$ cat config.mk
export PLATFORM = sky130hd
export DESIGN_NAME = water_flow_monitor_flat
export DESIGN_NICKNAME = d
export VERILOG_FILES = /design/src/rtl/washer_pkg.sv /design/src/rtl/water_flow_monitor_if.sv /design/src/rtl/water_flow_monitor_level_avg4.sv /design/src/rtl/water_flow_monitor.sv /design/src/flat_wrapper.sv
export SDC_FILE = /design/constraint.sdc
export NUM_CORES = 1
export LEC_CHECK = 0
export ABC_AREA = 1
export BUFFER_PORTS_ARGS = -buffer_cell sky130_fd_sc_hd__buf_2
export CAP_MARGIN = 20
export CORE_MARGIN = 2
export CORE_UTILIZATION = 40
export CTS_BUF_LIST = sky130_fd_sc_hd__clkbuf_16
export CTS_CLUSTER_SIZE = 16
export DETAILED_ROUTE_END_ITERATION = 6
export GPL_ROUTABILITY_DRIVEN = 1
export HOLD_SLACK_MARGIN = 0.05
export SLEW_MARGIN = 20
export SYNTH_ARGS = -nofsm -noshare
export SYNTH_HDL_FRONTEND = slang
export SYNTH_SLANG_ARGS = --single-unit
$ cat constraint.sdc
create_clock -name clk -period 10.6 [get_ports clk]
set_input_delay 0.53 -clock clk [delete_from_list [all_inputs] [get_ports clk]]
set_output_delay 0.53 -clock clk [all_outputs]
set_load 0.05 [all_outputs]
$ cat src/rtl/washer_pkg.sv
`default_nettype none
// ============================================================================
// Module      : washer_pkg
// Description : Shared types and constants for the washer water-flow path.
// Revision    : 1.0 - initial release
// ============================================================================
package washer_pkg;

    localparam int   LEVEL_W    = 10;
    localparam logic MODE_FILL  = 1'b1;
    localparam logic MODE_DRAIN = 1'b0;

    typedef enum logic [1:0] {
        IDLE     = 2'd0,
        BASELINE = 2'd1,
        WATCH    = 2'd2,
        ERROR    = 2'd3
    } flow_state_t;

endpackage
`default_nettype wire

$ cat src/rtl/water_flow_monitor_if.sv
`default_nettype none
// ============================================================================
// Module      : water_flow_monitor_if
// Description : Controller <-> flow monitor request/status bundle.
// Revision    : 1.0 - initial release
// ============================================================================
interface water_flow_monitor_if;
    import washer_pkg::*;

    logic               water_flow_reset;
    logic               water_flow_mode;
    logic [LEVEL_W-1:0] water_level_sensor;
    logic [LEVEL_W-1:0] target_level;
    logic [LEVEL_W-1:0] water_level;
    logic               water_flow_error;

    modport master (
        output water_flow_reset,
        output water_flow_mode,
        output water_level_sensor,
        output target_level,
        input  water_level,
        input  water_flow_error
    );

    modport slave (
        input  water_flow_reset,
        input  water_flow_mode,
        input  water_level_sensor,
        input  target_level,
        output water_level,
        output water_flow_error
    );

endinterface
`default_nettype wire

$ cat src/rtl/water_flow_monitor_level_avg4.sv
`default_nettype none
// ============================================================================
// Module      : level_avg4
// Description : 4-tap moving average of the raw level sensor, truncated.
// Revision    : 1.0 - initial release
// ============================================================================
module level_avg4
    import washer_pkg::*;
(
    input  wire logic               clk,
    input  wire logic               reset,
    input  wire logic [LEVEL_W-1:0] din,
    output logic      [LEVEL_W-1:0] dout
);

    logic [LEVEL_W-1:0] r_h0;
    logic [LEVEL_W-1:0] r_h1;
    logic [LEVEL_W-1:0] r_h2;
    logic [LEVEL_W+1:0] w_sum;

    // Two guard bits keep the four-sample sum exact before the divide.
    assign w_sum = {2'b00, din} + {2'b00, r_h0} + {2'b00, r_h1} + {2'b00, r_h2};

    always_ff @(posedge clk or negedge reset) begin
        if (!reset) begin
            r_h0 <= '0;
            r_h1 <= '0;
            r_h2 <= '0;
            dout <= '0;
        end else begin
            r_h0 <= din;
            r_h1 <= r_h0;
            r_h2 <= r_h1;
            dout <= w_sum[LEVEL_W+1:2];
        end
    end

endmodule
`default_nettype wire

$ cat src/rtl/water_flow_monitor.sv
`default_nettype none
// ============================================================================
// Module      : water_flow_monitor
// Description : Filters water level and raises a sticky error on flow stall.
// Revision    : 1.0 - initial release
// ============================================================================
module water_flow_monitor
    import washer_pkg::*;
#(
    parameter int TICK_DIV     = 10,
    parameter int WINDOW_TICKS = 5,
    parameter int MIN_DELTA    = 10
) (
    input wire logic             clk,
    input wire logic             reset,
    water_flow_monitor_if.slave  flow
);

    localparam int c_presc_w = (TICK_DIV > 1) ? $clog2(TICK_DIV) : 1;
    localparam int c_tick_w  = $clog2(WINDOW_TICKS + 1);
    localparam logic [c_presc_w-1:0] c_presc_last = c_presc_w'(TICK_DIV - 1);
    localparam logic [c_tick_w-1:0]  c_window     = c_tick_w'(WINDOW_TICKS);
    localparam logic [LEVEL_W:0]     c_delta      = (LEVEL_W + 1)'(MIN_DELTA);

    flow_state_t          r_state;
    flow_state_t          w_state_next;
    logic [LEVEL_W-1:0]   r_ref;
    logic [LEVEL_W-1:0]   w_ref_next;
    logic [c_presc_w-1:0] r_presc;
    logic [c_presc_w-1:0] w_presc_next;
    logic [c_tick_w-1:0]  r_tick_cnt;
    logic [c_tick_w-1:0]  w_tick_next;
    logic [c_tick_w-1:0]  w_tick_inc;
    logic                 r_prev_mode;
    logic                 r_error;
    logic [LEVEL_W-1:0]   w_level;
    logic [LEVEL_W:0]     w_level_ext;
    logic [LEVEL_W:0]     w_ref_ext;
    logic                 w_wrap;
    logic                 w_progress;

    level_avg4 u_level_avg4 (
        .clk   (clk),
        .reset (reset),
        .din   (flow.water_level_sensor),
        .dout  (w_level)
    );

    assign flow.water_level      = w_level;
    assign flow.water_flow_error = r_error;

    assign w_level_ext = {1'b0, w_level};
    assign w_ref_ext   = {1'b0, r_ref};
    assign w_wrap      = (r_presc == c_presc_last);
    assign w_tick_inc  = r_tick_cnt + 1'b1;

    // Reaching the fill target or an empty drum counts as progress on its own.
    always_comb begin
        w_progress = 1'b0;
        if (flow.water_flow_mode == MODE_FILL) begin
            w_progress = (w_level_ext >= w_ref_ext + c_delta) ||
                         (w_level >= flow.target_level);
        end else begin
            w_progress = (w_level_ext + c_delta <= w_ref_ext) ||
                         (w_level == '0);
        end
    end

    always_comb begin
        w_state_next = r_state;
        w_ref_next   = r_ref;
        w_presc_next = r_presc;
        w_tick_next  = r_tick_cnt;
        if (flow.water_flow_reset) begin
            w_state_next = IDLE;
            w_ref_next   = '0;
            w_presc_next = '0;
            w_tick_next  = '0;
        end else begin
            case (r_state)
                IDLE: begin
                    w_state_next = BASELINE;
                end
                BASELINE: begin
                    w_ref_next   = w_level;
                    w_presc_next = '0;
                    w_tick_next  = '0;
                    w_state_next = WATCH;
                end
                WATCH: begin
                    // Mode change re-arms the window before progress/timeout are judged.
                    if (flow.water_flow_mode != r_prev_mode) begin
                        w_state_next = BASELINE;
                    end else if (w_progress) begin
                        w_ref_next   = w_level;
                        w_presc_next = '0;
                        w_tick_next  = '0;
                    end else if (w_wrap) begin
                        w_presc_next = '0;
                        if (w_tick_inc == c_window) begin
                            w_state_next = ERROR;
                        end else begin
                            w_tick_next = w_tick_inc;
                        end
                    end else begin
                        w_presc_next = r_presc + 1'b1;
                    end
                end
                ERROR: begin
                    w_state_next = ERROR;
                end
                default: begin
                    w_state_next = IDLE;
                end
            endcase
        end
    end

    always_ff @(posedge clk or negedge reset) begin
        if (!reset) begin
            r_state     <= IDLE;
            r_ref       <= '0;
            r_presc     <= '0;
            r_tick_cnt  <= '0;
            r_prev_mode <= 1'b0;
            r_error     <= 1'b0;
        end else begin
            r_state     <= w_state_next;
            r_ref       <= w_ref_next;
            r_presc     <= w_presc_next;
            r_tick_cnt  <= w_tick_next;
            r_prev_mode <= flow.water_flow_mode;
            r_error     <= (w_state_next == ERROR);
        end
    end

endmodule
`default_nettype wire
$ cat src/flat_wrapper.sv
// flat-port wrapper written by rule: the top's interface ports become plain ports
module water_flow_monitor_flat import washer_pkg::*;
#(
    parameter int TICK_DIV     = 10,
    parameter int WINDOW_TICKS = 5,
    parameter int MIN_DELTA    = 10
)
  (clk, reset, flow_water_flow_reset, flow_water_flow_mode, flow_water_level_sensor, flow_target_level, flow_water_level, flow_water_flow_error);
  water_flow_monitor_if flow_i ();
  input wire logic clk;
  input wire logic reset;
  input wire logic [$bits(flow_i.water_flow_reset)-1:0] flow_water_flow_reset;
  input wire logic [$bits(flow_i.water_flow_mode)-1:0] flow_water_flow_mode;
  input wire logic [$bits(flow_i.water_level_sensor)-1:0] flow_water_level_sensor;
  input wire logic [$bits(flow_i.target_level)-1:0] flow_target_level;
  output wire logic [$bits(flow_i.water_level)-1:0] flow_water_level;
  output wire logic [$bits(flow_i.water_flow_error)-1:0] flow_water_flow_error;
  assign flow_i.water_flow_reset = flow_water_flow_reset;
  assign flow_i.water_flow_mode = flow_water_flow_mode;
  assign flow_i.water_level_sensor = flow_water_level_sensor;
  assign flow_i.target_level = flow_target_level;
  assign flow_water_level = flow_i.water_level;
  assign flow_water_flow_error = flow_i.water_flow_error;
  water_flow_monitor #(.TICK_DIV(TICK_DIV), .WINDOW_TICKS(WINDOW_TICKS), .MIN_DELTA(MIN_DELTA)) u_core (.clk(clk), .reset(reset), .flow(flow_i));
endmodule
# Word-level counts from Yosys, hierarchy flattened
# Index checks and enable logic that the tools add are counted.
op_classes:
  add_sub_neg: 7
  magnitude_cmp: 3
  eq_ne: 11
  muxes: 22
  n_reduce_logical: 8
op_table:
  columns: ["op", "n"]
  rows:
  - ["$mux W10", 3]
  - ["$add A12 B10 Y12", 2]
  - ["$add A10 B4 Y11 const B", 2]
  - ["$pmux W10 S2", 1]
  - ["$mux W4", 4]
  - ["$mux W3", 5]
  - ["$add A10 B10 Y11", 1]
  - ["$ge A10 B11 Y1", 1]
  - ["$le A11 B10 Y1", 1]
  - ["$ge A10 B10 Y1", 1]
  - ["$logic_not A10 Y1", 1]
  - ["$mux W2", 5]
  - ["$pmux W2 S4", 1]
  - ["$pmux W4 S2", 1]
  - ["$eq A2 B2 Y1 const B", 3]
  - ["$pmux W3 S2", 1]
  - ["$add A4 B1 Y4 const B", 1]
  - ["$eq A4 B4 Y1 const B", 1]
  - ["$ne A4 B2 Y1 const B", 1]
  - ["$ne A4 B3 Y1 const B", 1]
  - ["$reduce_and A4 Y1", 1]
  - ["$add A3 B1 Y3 const B", 1]
  - ["$eq A3 B3 Y1 const B", 1]
  - ["$ne A3 B2 Y1 const B", 1]
  - ["9 further kinds", 10]
totals:
  regBits: 61
  in_bits: 24
  output_inout_bits: 11
  wordCells: 61

# Logic depth before layout (Yosys ltp)
# Gate-level depths: netlist of run 1.
logic_depth:
  ltp_word: 9
  ltp_mapped: 21
  depth_no_buf: 21

# By module
# From an unflattened synthesis of run 1, not the netlist that was laid out.
unflattened:
  cells_unflattened: 495
  hier_area_um2: 4222.8
modules_own_cells:
  columns: ["module", "n_inst", "cells_per_inst", "area_per_inst_um2", "seq_area_each_um2"]
  rows:
  - ["water_flow_monitor", 1, 288, 2130.8, 525.5]
  - ["level_avg4", 1, 207, 2092.0, 1001.0]

# Least setup slack after synthesis of run 1
# OpenSTA, ideal clock, no wires.
synth_timing:
  kind: "input to register"
  start: "input port flow_water_level_sensor[0]"
  end: "register u_core.u_level_avg4.dout[9]"
  setup_time_ps: 117
  arrival_time_ps: 3467
  path_slack_ps: 7016
  cell_stages: 21
  cell_sequence: "ha_1 > inv_1 > fa_1 > o21ai_0 > a21oi_1 > nor2_1 > nor2_1 > xor2_1 > fa_1 > inv_1 > ha_1 > a21oi_1 > o21ai_0 > a21oi_1 > nor2_1 > nor2_1 > nor2_1 > nor2_1 > o21bai_1 > nand2_1 > nand2_1"
synth_via:
  elab_chain_len: 3
synth_rtl:
  columns: ["element", "line", "text"]
  rows:
  - ["start, declared", "flat_wrapper.sv:14", "input wire logic [$bits(flow_i.water_level_sensor)-1:0] flow_water_level_sensor;"]
  - ["$add A10 B10 Y11", "water_flow_monitor_level_avg4.sv:22", "assign w_sum = {2'b00, din} + {2'b00, r_h0} + {2'b00, r_h1} + {2'b00, r_h2};"]
  - ["$add A12 B10 Y12 (2 in a row)", "water_flow_monitor_level_avg4.sv:22", null]
  - ["named net u_core.u_level_avg4.w_sum[11]", "water_flow_monitor_level_avg4.sv:19", "logic [LEVEL_W+1:0] w_sum;"]
  - ["end signal, assigned", "water_flow_monitor_level_avg4.sv:34", "dout <= w_sum[LEVEL_W+1:2];"]
  - ["end, declared", "water_flow_monitor_level_avg4.sv:13", "output logic [LEVEL_W-1:0] dout"]
# The timed path passes the listed nets, and every way through them passes these cells.
# A chain may end at the register's enable or synchronous reset.

# Worst setup path after layout of run 1
layout_timing:
  start: "register u_core.u_level_avg4.r_h0[0]"
  end: "register u_core.u_level_avg4.dout[9]"
layout_via:
  elab_chain_len: 3
layout_rtl:
  columns: ["element", "line", "text"]
  rows:
  - ["start, declared", "water_flow_monitor_level_avg4.sv:16", "logic [LEVEL_W-1:0] r_h0;"]
  - ["start signal, assigned", "water_flow_monitor_level_avg4.sv:31", "r_h0 <= din;"]
  - ["$add A10 B10 Y11", "water_flow_monitor_level_avg4.sv:22", null]
  - ["$add A12 B10 Y12 (2 in a row)", "water_flow_monitor_level_avg4.sv:22", null]
  - ["named net u_core.u_level_avg4.w_sum[11]", "water_flow_monitor_level_avg4.sv:19", null]
# The timed path passes the listed nets, and every way through them passes these cells.

==> results.md, run 1 <==
- The most frequent standard cell in the layout excluding fill and tap cells is sky130_fd_sc_hd__nand2_1.
- The depth of the CTS H-tree is 3.
- The first-pass GRT wire length is 13800 µm.
- The count of pins over their slew limit came to 0.
- The buffer count from post-CTS setup fixing is 0.
- In the finished design, the share of the clock period the worst path needs comes to 0.355.
- The layout cell share with drive strength beyond 1 is 0.124.
- The areal power density over the cells is 257 mW/mm².
- The worst slew slack as a fraction of its limit is 0.477.
- The floorplan step set the die width to 107 µm.
- The post-CTS resize count is 0.
- The average cell area after synthesis is 8.52 µm².
- The number of cells on the worst reg-to-reg path is 21.
- The min-delay analysis places its worst path in the category input port to register.
- At the end of the flow the core is filled with cells to 0.477.
- The estimated wirelength of the detail-placed design is 6210 µm.
- The top flip-flop cell by instance count after synthesis is sky130_fd_sc_hd__dfrtp_1.
- Synthesis inferred 61 register bits.
- TritonCTS built the clock tree.
- The part of the Yosys area used for sequential elements is 0.358.
- In the detailed route, the total length drawn on met3 is 255 µm.
- The aggregate negative setup slack is 0 ns.
- At the pin with the least slew margin, the transition time is 0.785 ns.
- The number of hold violations in the final report is 0.
- The clock arrives with 0.00617 ns of skew.
- The die extent in y is 107 µm.
- The number of clock buffers added by TritonCTS is 9.
- The type of destination of the critical path is a register.
- The async set or reset register ratio after synthesis is 1.00.
- For hold timing, the worst endpoint is u_core.u_level_avg4.r_h0[2]$_DFF_PN0_.
- The post-cts hold buffer count is 0.
- In the final routing, the length of wire on met1 measures 3620 µm.
- The cell leakage power is 0.00267 µW.
- The number of synthesized flops with an enable pin is 0.
- The maximum frequency from static timing analysis is 266 MHz.
- The routability-driven placement congestion ratio is 0.806.
- The number of design rule violations left after detail routing is 0.
- The final layout contains routed wiring with a total length of 7830 µm.
- The count of max-cap constraint violations is 0.
- After detailed routing, the number of vias per cell comes to 4.62.
- Dividing the detail-routed wire length by the instance count gives 11.4 µm.
- The worst supply voltage drop on vdd is 0.122 mV.
- The site row count is 37.
- The top fanout value on the critical path is 4.
- For the finished layout, the period the worst path requires is 3.76 ns.
- The repair_antennas step left the layout with diodes totalling 0.
- The clock insertion delay at the later pin of the skew report is 0.32 ns.
- At the worst endpoint, the required time is 10.81 ns.
- The endpoint identified for the worst register-to-register timing path is u_core.u_level_avg4.dout[9]$_DFF_PN0_.
- The critical path startpoint category is a register.
- The starting utilization of the core area is 0.413.
- The I/O pin count is 35.
- The total routing usage reported by global routing is 0.152.
- Summing every instance area after synthesis gives 0.00427 mm².
- The met2 wire length is 3810 µm.
- The root buffer cell is sky130_fd_sc_hd__clkbuf_16.
- The worst setup path category is register to register.
- The worst register-to-register path begins at u_core.u_level_avg4.r_h0[0]$_DFF_PN0_.
- During synthesis, Yosys emitted a total of 0 warnings.
- The iteration-0 DRC count of the detailed router is 101.
- The number of cells traversed by the worst hold path is 1.
- After clock tree synthesis, the clock-pin slew on the worst setup and hold paths is 0.06 ns.
- The initial antenna violation count came to 0.
- The count of distinct cell types in the synthesized netlist is 32.
- The sink count of the clock tree is 61.
- The pre-antenna-repair detailed-routing pass consisted of 4 iterations.
- Data arrives at the worst endpoint at 3.98 ns.
- The pin count of the biggest net entering global routing is 62.
- The count of mapped cells out of synthesis is 501.
- The via total after detailed routing is 3164.
- The area growth from synthesis to layout is 15.5%.
- Setup repair after global routing left no endpoint under its margin.
- The post-route non-filler standard cell count is 685.
- The number of buffers added on ports is 34.
- The flow ran to the end, and the final reports show no timing, DRC or antenna violations.
- In the layout the commonest cells are sky130_fd_sc_hd__nand2_1 (105), sky130_fd_sc_hd__inv_1 (102), sky130_fd_sc_hd__dfrtp_1 (61).
- The post-layout net count is 634.
- The highest layer touched by signal routing is met4.
- The flop-to-flop setup slack is 6.84 ns.
- The clock passes through at most 2 buffers.
- The count of filler cells inserted in the layout is 996.
- After floorplanning, the core was sized to cover 0.0103 mm².
- When the netlist entered floorplanning its net count stood at 591.
- For this run the aggregate overflow at the end of global routing stands at 0.
- The number of failing setup endpoints in the final timing report is 0.
- The die covers 0.0115 mm².
- The number of global-route vias before repair is 3256.
- The count of nets left with antenna violations after detail routing is 0.
- The number of instances in the placed design is 669.
- The origin of the worst min-delay path is flow_water_level_sensor[2].
==> report_power, final <==
part | switching, µW | leakage (µW) | internal [µW] | total [µW]
Sequential | 62.8 | 0.000745 | 274 | 337
Clock | 103 | 0.000159 | 228 | 331
Combinational | 373 | 0.00176 | 226 | 599
Total | 538 | 0.00267 | 728 | 1270
==> synthesized netlist by cell type, drive strengths merged, types with 6 or more instances <==
library cell    n  area share
xnor2           8       0.016
nand2         108       0.098
o21ai          20       0.033
nand3          16       0.019
nand4           6      0.0088
nor2           33       0.029
xor2           22       0.045
fa             11       0.052
dfrtp          61        0.36
inv           103       0.091
a21oi          28       0.033
ha             55        0.16
==> layout make-up <==
cell class                 count  area, µm²  share of cell area
sequential                    61       1530               0.310
tap                          136        170              0.0345
timing repair buffer          35        178              0.0361
multi-input combinational    333       2300               0.466
inverter                     104        417              0.0846
clock buffer                   9        225              0.0457
clock inverter                 7        114              0.0231
==> flip-flops by register name (all words and copies together), names as in the netlist <==
signal	count
u_core.flow.water_flow_error	1
u_core.r_presc	4
u_core.r_prev_mode	1
u_core.r_ref	10
u_core.r_state	2
u_core.r_tick_cnt	3
u_core.u_level_avg4.dout	10
u_core.u_level_avg4.r_h0	10
u_core.u_level_avg4.r_h1	10
u_core.u_level_avg4.r_h2	10
==> stage by stage <==
stage	setup slack (ns)	hold slack [ns]	cell area (µm²)	power, µW
after global routing	6.47	0.314	4930	1390
after floorplan	7.02	0.234	4270	802
after global placement	6.66	0.359	4590	923
final	6.84	0.329	4930	1270
after CTS	6.82	0.320	4930	1280
after detailed placement	6.58	0.364	4590	945
==> cells by family (layout without fill, tap and decap cells) <==
kind of cell,after synthesis,after routing,synth area share
and+or+nand+nor,172,172,0.168
buffers and inverters,107,155,0.104
adders and majority gates,66,66,0.213
AOI/OAI and AO/OA,65,65,0.0956
DFF,61,61,0.358
xor gates and xnor gates,30,30,0.0616
==> worst max path at each step <==
stage                                           from                                    end  slack (ns)  cells after the start
6_report       u_core.u_level_avg4.r_h0[0]$_DFF_PN0_  u_core.u_level_avg4.dout[9]$_DFF_PN0_        6.84                     21
5_1_grt        u_core.u_level_avg4.r_h0[0]$_DFF_PN0_  u_core.u_level_avg4.dout[9]$_DFF_PN0_        6.47                     21
4_1_cts        u_core.u_level_avg4.r_h0[0]$_DFF_PN0_  u_core.u_level_avg4.dout[9]$_DFF_PN0_        6.82                     21
3_5_place_dp              flow_water_level_sensor[0]  u_core.u_level_avg4.dout[9]$_DFF_PN0_        6.58                     22
3_3_place_gp              flow_water_level_sensor[0]  u_core.u_level_avg4.dout[9]$_DFF_PN0_        6.66                     22
2_1_floorplan             flow_water_level_sensor[0]  u_core.u_level_avg4.dout[9]$_DFF_PN0_        7.02                     21
==> worst max-delay path: stages (launching register included) <==
cell and delay, ns:
sky130_fd_sc_hd__dfrtp_1 0.34, sky130_fd_sc_hd__ha_1 0.19, sky130_fd_sc_hd__inv_1 0.06, sky130_fd_sc_hd__fa_1 0.39, sky130_fd_sc_hd__o21ai_0 0.39, sky130_fd_sc_hd__a21oi_1 0.12
sky130_fd_sc_hd__nor2_1 0.10, sky130_fd_sc_hd__nor2_1 0.05, sky130_fd_sc_hd__xor2_1 0.15, sky130_fd_sc_hd__fa_1 0.48, sky130_fd_sc_hd__inv_1 0.04, sky130_fd_sc_hd__ha_1 0.34
sky130_fd_sc_hd__a21oi_1 0.15, sky130_fd_sc_hd__o21ai_0 0.09, sky130_fd_sc_hd__a21oi_1 0.19, sky130_fd_sc_hd__nor2_1 0.07, sky130_fd_sc_hd__nor2_1 0.11, sky130_fd_sc_hd__nor2_1 0.05
sky130_fd_sc_hd__nor2_1 0.15, sky130_fd_sc_hd__o21bai_1 0.08, sky130_fd_sc_hd__nand2_1 0.06, sky130_fd_sc_hd__nand2_1 0.04
==> routing by layer <==
layer,GRT usage,vias to the layer above
li1,-,1672
met2,0.264,39
met1,0.185,1441
met4,0.0538,0
met3,0.0333,12
met5,0,-
No activity file was read; power rests on OpenSTA's default activity.
==> run 2, diff against run 1 <==
- ABC_AREA: 1 -> 0
- clock period: 10.6 -> 3.33 ns (I/O delays scaled with it)
==> results.md, run 2 <==
- The flow ran to the end, and the final reports show no timing, DRC or antenna violations.
- The number of detailed-route iterations in the first pass came to 5 (+1).
- The average detailed-routed wire length per instance was 13.6 µm (+19%).
- The most common cell in the synthesized netlist is sky130_fd_sc_hd__inv_1.
- In this run the most used layer during global routing was met2.
- The combined flip-flop and latch cell area is 0.00153 mm² (unchanged).
- The pin count of the biggest net entering global routing was 35 (-44%).
- The post-layout net count came to 599 (-5.5%).
- The clock-pin slew of the registers on the worst-case setup and hold paths is 0.05 ns (about the same).
- The post-placement cell area is 0.00465 mm² (+1.4%).
- The cell leakage power is 0.00252 µW (-5.6%).
- The met1 global-route usage is 0.209 (+0.0234).
- Setup repair after global routing could not meet its margin everywhere.
- The required time at the endpoint of the critical path is 3.53 ns (-7.28 ns).
- The top fanout value on the critical path was 2 (-2).
- The summed instance area of the synthesized netlist is 0.00416 mm² (-2.6%).
- The count of nets left with antenna violations after detail routing was 0 (unchanged).
- The count of mapped cells out of synthesis is 430 (-14%).
- In the layout the commonest cells are sky130_fd_sc_hd__inv_1 (72), sky130_fd_sc_hd__dfrtp_1 (61), sky130_fd_sc_hd__ha_1 (50).
- The critical register-to-register path startpoint is u_core.u_level_avg4.r_h0[1]$_DFF_PN0_.
- The vias per cell is 4.91 (+6.2%).
- The share of synthesized cell area in and, or, nand and nor gates is 0.120 (-0.0480).
- The average cell area after synthesis is 9.67 µm² (+14%).
- The I/O pin count was 35 (unchanged).
- The initial antenna violation count is 0 (unchanged).
- The layout cell share with drive strength beyond 1 came to 0.205 (+0.0812).
- The worst setup skew after layout is 0.00682 ns (+0.000645 ns).
- The clock insertion delay at the later pin of the skew report was 0.32 ns (about the same).
- The dominant combinational cell family by area after synthesis is adder cells.
- The worst slew slack as a fraction of its limit is 0.468 (-0.00883).
- The maximum frequency from static timing analysis is 302 MHz (+14%).
- The via total after detailed routing was 3180 (+0.51%).
- The slew of the pin with the lowest slew margin is 0.798 ns (+0.0132 ns).
- The site row count is 37 (unchanged).
- The time the final worst path needs with I/O delays and setup was 3.31 ns (-0.451 ns).
- The portion of synthesized cell area occupied by the leading cell type is 0.367 (+0.00937).
- The number of storage elements in the synthesis netlist is 61 (unchanged).
- The number of cells traversed by the worst hold path is 2 (+1).
- The starting utilization of the core area is 0.408 (-0.00505).
- The total die area is 0.0112 mm² (-2.5%).
- The share of synthesized cell area in full adder, half adder and majority cells came to 0.218 (+0.00557).
- The number of hold violations in the final report is 0 (unchanged).
- The critical path is of the register to register type.
- The count of filler cells inserted in the layout came to 979 (-1.7%).
- The finished layout cell area was 0.00516 mm² (+4.7%).
- The total of warnings raised by yosys came to 0 (unchanged).
- In this run the most critical hold path is launched from flow_water_level_sensor[1].
- The fraction of the cycle the final worst path needs is 0.995 (+0.640).
- The min-delay analysis places its worst path in the category input port to register.
- The count of distinct cell types in the synthesized netlist is 52 (+63%).
- The largest area contributor in the netlist is sky130_fd_sc_hd__dfrtp_1.
- The count of pins over their slew limit is 0 (unchanged).
- Ranked by instance count, the synthesized netlist is headed by sky130_fd_sc_hd__inv_1 (74), sky130_fd_sc_hd__dfrtp_1 (61), sky130_fd_sc_hd__ha_1 (55), sky130_fd_sc_hd__o21ai_0 (38), sky130_fd_sc_hd__a21oi_1 (25).
- The iteration-0 DRC count of the detailed router was 83 (-18%).
- The worst supply voltage drop on vdd is 0.363 mV (+200%).
- The number of failing setup endpoints in the final timing report was 0 (unchanged).
- The number of cells on the worst reg-to-reg path came to 15 (-29%).
- The die boundary width is 106 µm (-1.2%).
- The overall power consumption is 4000 µW (+220%).
- The count of max-cap constraint violations is 0 (unchanged).
- The aggregate global routing overflow is 0 (unchanged).
- The number of buffers between clock root and the deepest sink is 2 (unchanged).
- The number of global-route vias before repair is 3324 (+2.1%).
- The share of cell area taken by muxes after synthesis is 0.00241 (+0.00241).
- The async set or reset register ratio after synthesis came to 1.00 (unchanged).
- The number of nets in the synthesized netlist is 520 (-12%).
- The areal power density over the cells is 775 mW/mm² (+200%).
- The routed wire length is 8800 µm (+12%).
- The type of destination of the critical path is a register.
- Leaving out fill and tap cells, the most frequent cell in the layout is sky130_fd_sc_hd__inv_1.
- The top flip-flop cell by instance count after synthesis is sky130_fd_sc_hd__dfrtp_1.
- The area used by multi-input combinational logic is 0.00242 mm² (+5.4%).
- The growth of design area from synthesis to finish is 24.0%.
- The first-pass GRT wire length is 15200 µm (+10%).
- The number of buffers added on ports came to 34 (unchanged).
- The share of the synthesized netlist area taken by xor and xnor gates was 0.0653 (+0.00372).
- Ranked by total cell area, the synthesized netlist is headed by sky130_fd_sc_hd__dfrtp_1 (37%), sky130_fd_sc_hd__ha_1 (17%), sky130_fd_sc_hd__inv_1 (6.7%).
- The final hold slack is 0.0818 ns (-0.247 ns).
- The CTS tree is done.
- The estimated wirelength of the detail-placed design is 6850 µm (+10%).
- The core box area came to 0.0102 mm² (-1.3%).
- The routability-driven placement congestion ratio is 0.822 (+2.0%).
- The compound-cell area share of the yosys netlist is 0.148 (+0.0522).
- The die extent in y came to 106 µm (-1.2%).
- The antenna diode instance count is 0 (unchanged).
- The sink count of the clock tree is 61 (unchanged).
- The number of design rule violations left after detail routing is 0 (unchanged).
- The met2 demand-to-capacity share in global routing is 0.311 (+0.0466).
- The depth of the CTS H-tree came to 3 (unchanged).
- The met3 track utilization from global routing is 0.0294 (-0.00386).
- The aggregate negative setup slack came to 0 ns (unchanged).
- The root buffer cell is sky130_fd_sc_hd__clkbuf_16.
- The number of buffers created by CTS was 9 (unchanged).
- The part of the Yosys area used for sequential elements was 0.367 (+0.00937).
- The startpoint of the most critical setup path is u_core.u_level_avg4.r_h0[1]$_DFF_PN0_.
- STA classifies the critical path startpoint as a register.
- The data arrival time of the worst path came to 3.51 ns (-0.47 ns).
- The total routing usage reported by global routing is 0.172 (+0.0200).
- The number of synthesized flops with an enable pin was 0 (unchanged).
-- run 2: metal layers --
metal | part of all wire | wire [µm]
met5 | 0 | 0
met4 | 0.014 | 121
met3 | 0.020 | 180
met2 | 0.51 | 4460
met1 | 0.46 | 4040
-- run 2: what timing repair did --
action,in CTS,in global routing
gates resized for setup,10,21
pin swaps,9,8
endpoints found under the hold margin,43,0
endpoints found under the setup margin,4,17
gates cloned,0,0
hold buffers,11,0
setup buffers,0,1
-- run 2: area by class of cell --
type	instances	share of cell area
multi-input combinational	290	0.470
inverter	74	0.0539
sequential	61	0.296
clock buffer	9	0.0437
tap	136	0.0330
timing repair buffer	73	0.0951
clock inverter	5	0.00873
-- run 2: logic make-up after synthesis --
logic type	count (synthesis)
and+or+nand+nor	93
DFF	61
xor gates and xnor gates	31
buffers and inverters	79
adders and majority gates	66
AOI/OAI and AO/OA	99
muxes	1
-- run 2: final timing paths --
path                                                               to  slack, ns
max in group asynchronous       u_core.u_level_avg4.dout[5]$_DFF_PN0_       1.86
worst min register to register  u_core.u_level_avg4.r_h2[7]$_DFF_PN0_       0.37
worst max register to register  u_core.u_level_avg4.dout[8]$_DFF_PN0_       0.02
worst max-delay path            u_core.u_level_avg4.dout[8]$_DFF_PN0_       0.02
min in group asynchronous                 u_core.r_state[1]$_DFF_PN0_       0.49
worst min-delay path            u_core.u_level_avg4.r_h0[1]$_DFF_PN0_       0.08
-- run 2: through the flow --
step / cells / utilization / setup slack [ns]
6_report: 648 / 0.506 / 0.0168
2_1_floorplan: 430 / - / 0.0119
3_3_place_gp: 622 / 0.457 / -0.111
5_1_grt: 648 / 0.506 / -0.156
4_1_cts: 647 / 0.499 / -0.0113
3_5_place_dp: 622 / 0.457 / -0.163
-- run 2: critical path, stage by stage (launching register included) --
cell,delay [ns]
sky130_fd_sc_hd__dfrtp_1,0.39
sky130_fd_sc_hd__ha_1,0.28
sky130_fd_sc_hd__a21o_1,0.17
sky130_fd_sc_hd__a21oi_2,0.16
sky130_fd_sc_hd__o21bai_2,0.10
sky130_fd_sc_hd__a2111oi_4,0.35
sky130_fd_sc_hd__o31ai_1,0.12
sky130_fd_sc_hd__a21oi_1,0.16
sky130_fd_sc_hd__xor2_1,0.10
sky130_fd_sc_hd__fa_1,0.48
sky130_fd_sc_hd__inv_1,0.04
sky130_fd_sc_hd__ha_2,0.18
sky130_fd_sc_hd__or3_1,0.36
sky130_fd_sc_hd__o21ai_1,0.07
sky130_fd_sc_hd__a21oi_1,0.06
sky130_fd_sc_hd__xor2_1,0.15
-- run 2: power breakdown --
part	internal [µW]	leakage (µW)	switching [µW]
clock	559	0.000135	308
combinational	916	0.00164	1180
sequential	872	0.000745	163
total	2350	0.00252	1650
==> run 3, diff against run 2 <==
- ABC_AREA: 0 -> 1
- SYNTH_HIERARCHICAL: not set -> 1
==> results.md, run 3 <==
- The flow ran to the end, and the final reports show no timing, DRC or antenna violations.
- Setup repair after global routing left no endpoint under its margin.
- The number of buffers between clock root and the deepest sink came to 2 (unchanged).
- The die boundary width is 107 µm (+0.75%).
- The final worst setup slack is 0.344 ns (+0.327 ns).
- The number of failing setup endpoints in the final timing report came to 0 (unchanged).
- The total die area is 0.0114 mm² (+1.5%).
- The growth of design area from synthesis to finish is 17.5%.
- The number of design rule violations left after detail routing is 0 (unchanged).
- The count of distinct cell types in the synthesized netlist was 35 (-33%).
- The pin count of the biggest net entering global routing is 33 (-5.7%).
- The async set or reset register ratio after synthesis was 1.00 (unchanged).
- Walking the worst path, the cells encountered are dlygate4sd3_1 -> buf_2 -> inv_1 -> fa_1 -> inv_1 -> fa_1 -> nand2_1 -> nor2_1 -> inv_1 -> fa_1 -> o21ai_2 -> nand2_1 -> nand3_1 -> nand2_1.
- The top flip-flop cell by instance count after synthesis is sky130_fd_sc_hd__dfrtp_1.
- The maximum frequency from static timing analysis is 335 MHz (+11%).
- The clock-pin slew of the registers on the worst-case setup and hold paths is 0.05 ns (about the same).
- The data arrival time of the worst path is 3.20 ns (-0.31 ns).
- The sink count of the clock tree is 61 (unchanged).
- The number of nets in the synthesized netlist is 583 (+12%).
- TritonCTS built the clock tree.
- The post-layout net count is 641 (+7.0%).
- The initial antenna violation count is 0 (unchanged).
- The worst supply voltage drop on vdd is 0.460 mV (+27%).
- The number of buffers added on ports is 34 (unchanged).
- The fraction of the cycle the final worst path needs came to 0.897 (-0.0981).
- The overall power consumption is 3890 µW (-2.8%).
- On the critical path, the stage with the largest delay is an instance of sky130_fd_sc_hd__fa_1.
- The average detailed-routed wire length per instance is 11.5 µm (-15%).
- The core box area came to 0.0103 mm² (+0.91%).
- The site row count is 37 (unchanged).
- The clock insertion delay at the later pin of the skew report is 0.33 ns (about the same).
- The most frequent standard cell in the layout excluding fill and tap cells is sky130_fd_sc_hd__inv_1.
- The total routing usage reported by global routing is 0.157 (-0.0150).
- The layout cell share with drive strength beyond 1 came to 0.122 (-0.0832).
- The post-placement cell area is 0.00455 mm² (-2.2%).
- The total buffers and inverters traversed by the critical path is 5 (+4).
- After synthesis, the cell types taking the most area are sky130_fd_sc_hd__dfrtp_1 (36%), sky130_fd_sc_hd__ha_1 (13%), sky130_fd_sc_hd__inv_1 (11%).
- The number of global-route vias before repair was 3176 (-4.5%).
- By count the netlist is led by sky130_fd_sc_hd__inv_1 (121), sky130_fd_sc_hd__nand2_1 (113), sky130_fd_sc_hd__dfrtp_1 (61), sky130_fd_sc_hd__ha_1 (44), sky130_fd_sc_hd__nor2_1 (23).
- The part of the Yosys area used for sequential elements is 0.361 (-0.00566).
- The antenna diode instance count came to 0 (unchanged).
- The number of hold violations in the final report is 0 (unchanged).
- The top fanout value on the critical path is 4 (+2).
- The aggregate global routing overflow is 0 (unchanged).
- The largest area contributor in the netlist is sky130_fd_sc_hd__dfrtp_1.
- The count of max-cap constraint violations was 0 (unchanged).
- The root buffer cell is sky130_fd_sc_hd__clkbuf_16.
- The worst setup skew after layout was 0.00902 ns (+0.00220 ns).
- The die extent in y was 107 µm (+0.75%).
- The delay of the slowest critical-path stage is 0.53 ns (+0.05 ns).
- The count of nets left with antenna violations after detail routing came to 0 (unchanged).
- The total of warnings raised by yosys is 6 (+6).
- The routability-driven placement congestion ratio is 0.868 (+5.6%).
- The worst setup path is launched from an input port.
- The number of storage elements in the synthesis netlist was 61 (unchanged).
- The type of destination of the critical path is a register.
- The areal power density over the cells is 783 mW/mm² (+1.0%).
- The finished layout cell area is 0.00496 mm² (-3.8%).
- The setup path with the least slack is of type input port to register.
- The vias per cell was 4.57 (-6.9%).
- The count of filler cells inserted in the layout is 1004 (+2.6%).
- The aggregate negative setup slack is 0 ns (unchanged).
- The slew of the pin with the lowest slew margin was 0.685 ns (-0.112 ns).
- The required time at the endpoint of the critical path is 3.54 ns (about the same).
- The I/O pin count came to 35 (unchanged).
- The dominant cell by count in the synthesized netlist is sky130_fd_sc_hd__inv_1.
- The number of detailed-route iterations in the first pass is 4 (-1).
- The buffer count from post-CTS setup fixing came to 0 (unchanged).
- The setup slack at placement came to 0.503 ns (+0.666 ns).
- The iteration-0 DRC count of the detailed router is 135 (+63%).
- The count of pins over their slew limit is 0 (unchanged).
- The starting utilization of the core area is 0.411 (+0.00265).
- The time the final worst path needs with I/O delays and setup was 2.99 ns (-0.327 ns).
- The first-pass GRT wire length was 14100 µm (-7.3%).
- In this run the worst hold path is classified as register to register.
- The routed wire length is 7990 µm (-9.2%).
- The cell leakage power was 0.00274 µW (+8.7%).
- The via total after detailed routing is 3172 (-0.25%).
- The summed instance area of the synthesized netlist was 0.00422 mm² (+1.6%).
- The depth of the CTS H-tree was 3 (unchanged).
- The estimated wirelength of the detail-placed design is 6340 µm (-7.4%).
- The count of mapped cells out of synthesis was 495 (+15%).
- The number of buffers created by CTS came to 9 (unchanged).
- The number of synthesized flops with an enable pin was 0 (unchanged).
- The cell family with the largest share of critical-path delay is adder cells.
- The portion of synthesized cell area occupied by the leading cell type is 0.361 (-0.00566).
- The worst slew slack as a fraction of its limit is 0.543 (+0.0750).
- The average cell area after synthesis is 8.53 µm² (-12%).
- The library cells used most frequently in the layout, excluding fill and tap cells, are sky130_fd_sc_hd__inv_1 (122), sky130_fd_sc_hd__nand2_1 (113), sky130_fd_sc_hd__dfrtp_1 (61).
[run 3: per-stage QoR]
stage / cells / hold slack, ns / utilization
2_1_floorplan: 495 / -0.129 / -
3_3_place_gp: 665 / 0.243 / 0.443
3_5_place_dp: 665 / 0.252 / 0.443
4_1_cts: 694 / 0.372 / 0.483
5_1_grt: 694 / 0.384 / 0.483
6_report: 694 / 0.370 / 0.483
[run 3: final cells by class]
class                           instances  area [µm²]  share of cell area
Timing Repair Buffer                   50         323              0.0650
Inverter                              122         458              0.0923
Clock inverter                          7        57.6              0.0116
Clock buffer                            9         225              0.0454
Multi-Input combinational cell        309        2200               0.444
Sequential cell                        61        1530               0.308
Tap cell                              136         170              0.0343
[run 3: where the power goes]
group          leakage (µW)  internal (µW)  switching, µW
Combinational       0.00185            717           1240
Clock              0.000139            565            304
Sequential         0.000747            866            197
Total               0.00274           2150           1740
[run 3: final timing paths]
| kind | start | to | cells after the start | slack [ns] |
|---|---|---|---|---|
| worst max-delay path | flow_water_level_sensor[1] | u_core/u_level_avg4/dout[7]$_DFF_PN0_ | 14 | 0.34 |
| worst min-delay path | u_core/u_level_avg4/r_h0[8]$_DFF_PN0_ | u_core/u_level_avg4/r_h1[8]$_DFF_PN0_ | 0 | 0.37 |
| worst max register to register | u_core/r_ref[1]$_DFFE_PN0P_ | u_core/r_tick_cnt[2]$_DFFE_PN0P_ | 16 | 0.45 |
| worst min register to register | u_core/u_level_avg4/r_h0[8]$_DFF_PN0_ | u_core/u_level_avg4/r_h1[8]$_DFF_PN0_ | 0 | 0.37 |
| max in group asynchronous | reset | u_core/u_level_avg4/r_h1[3]$_DFF_PN0_ | 3 | 2.06 |
| min in group asynchronous | reset | u_core/flow.water_flow_error$_DFF_PN0_ | 2 | 0.42 |
[run 3: what timing repair did]
| action | CTS | global route |
|---|---|---|
| hold buffers | 13 | 0 |
| endpoints found under the hold margin | 43 | 0 |
| resized for setup | 0 | 0 |
[run 3: routing by layer]
| layer | vias to the layer above | track usage | part of all wire |
|---|---|---|---|
| li1 | 1622 | - | - |
| met4 | 0 | 0.0640 | 0.018 |
| met2 | 60 | 0.262 | 0.46 |
| met1 | 1480 | 0.198 | 0.47 |
| met3 | 10 | 0.0347 | 0.047 |
| met5 | - | 0 | 0 |
[run 3: kinds of logic after synthesis]
kind of cell,count (synthesis),share of synthesized area
AOI/OAI and AO/OA,41,0.0596
xor gates and xnor gates,21,0.0436
adders and majority gates,64,0.225
buffers and inverters,125,0.117
DFF,61,0.361
muxes,1,0.00237
and+or+nand+nor,182,0.191
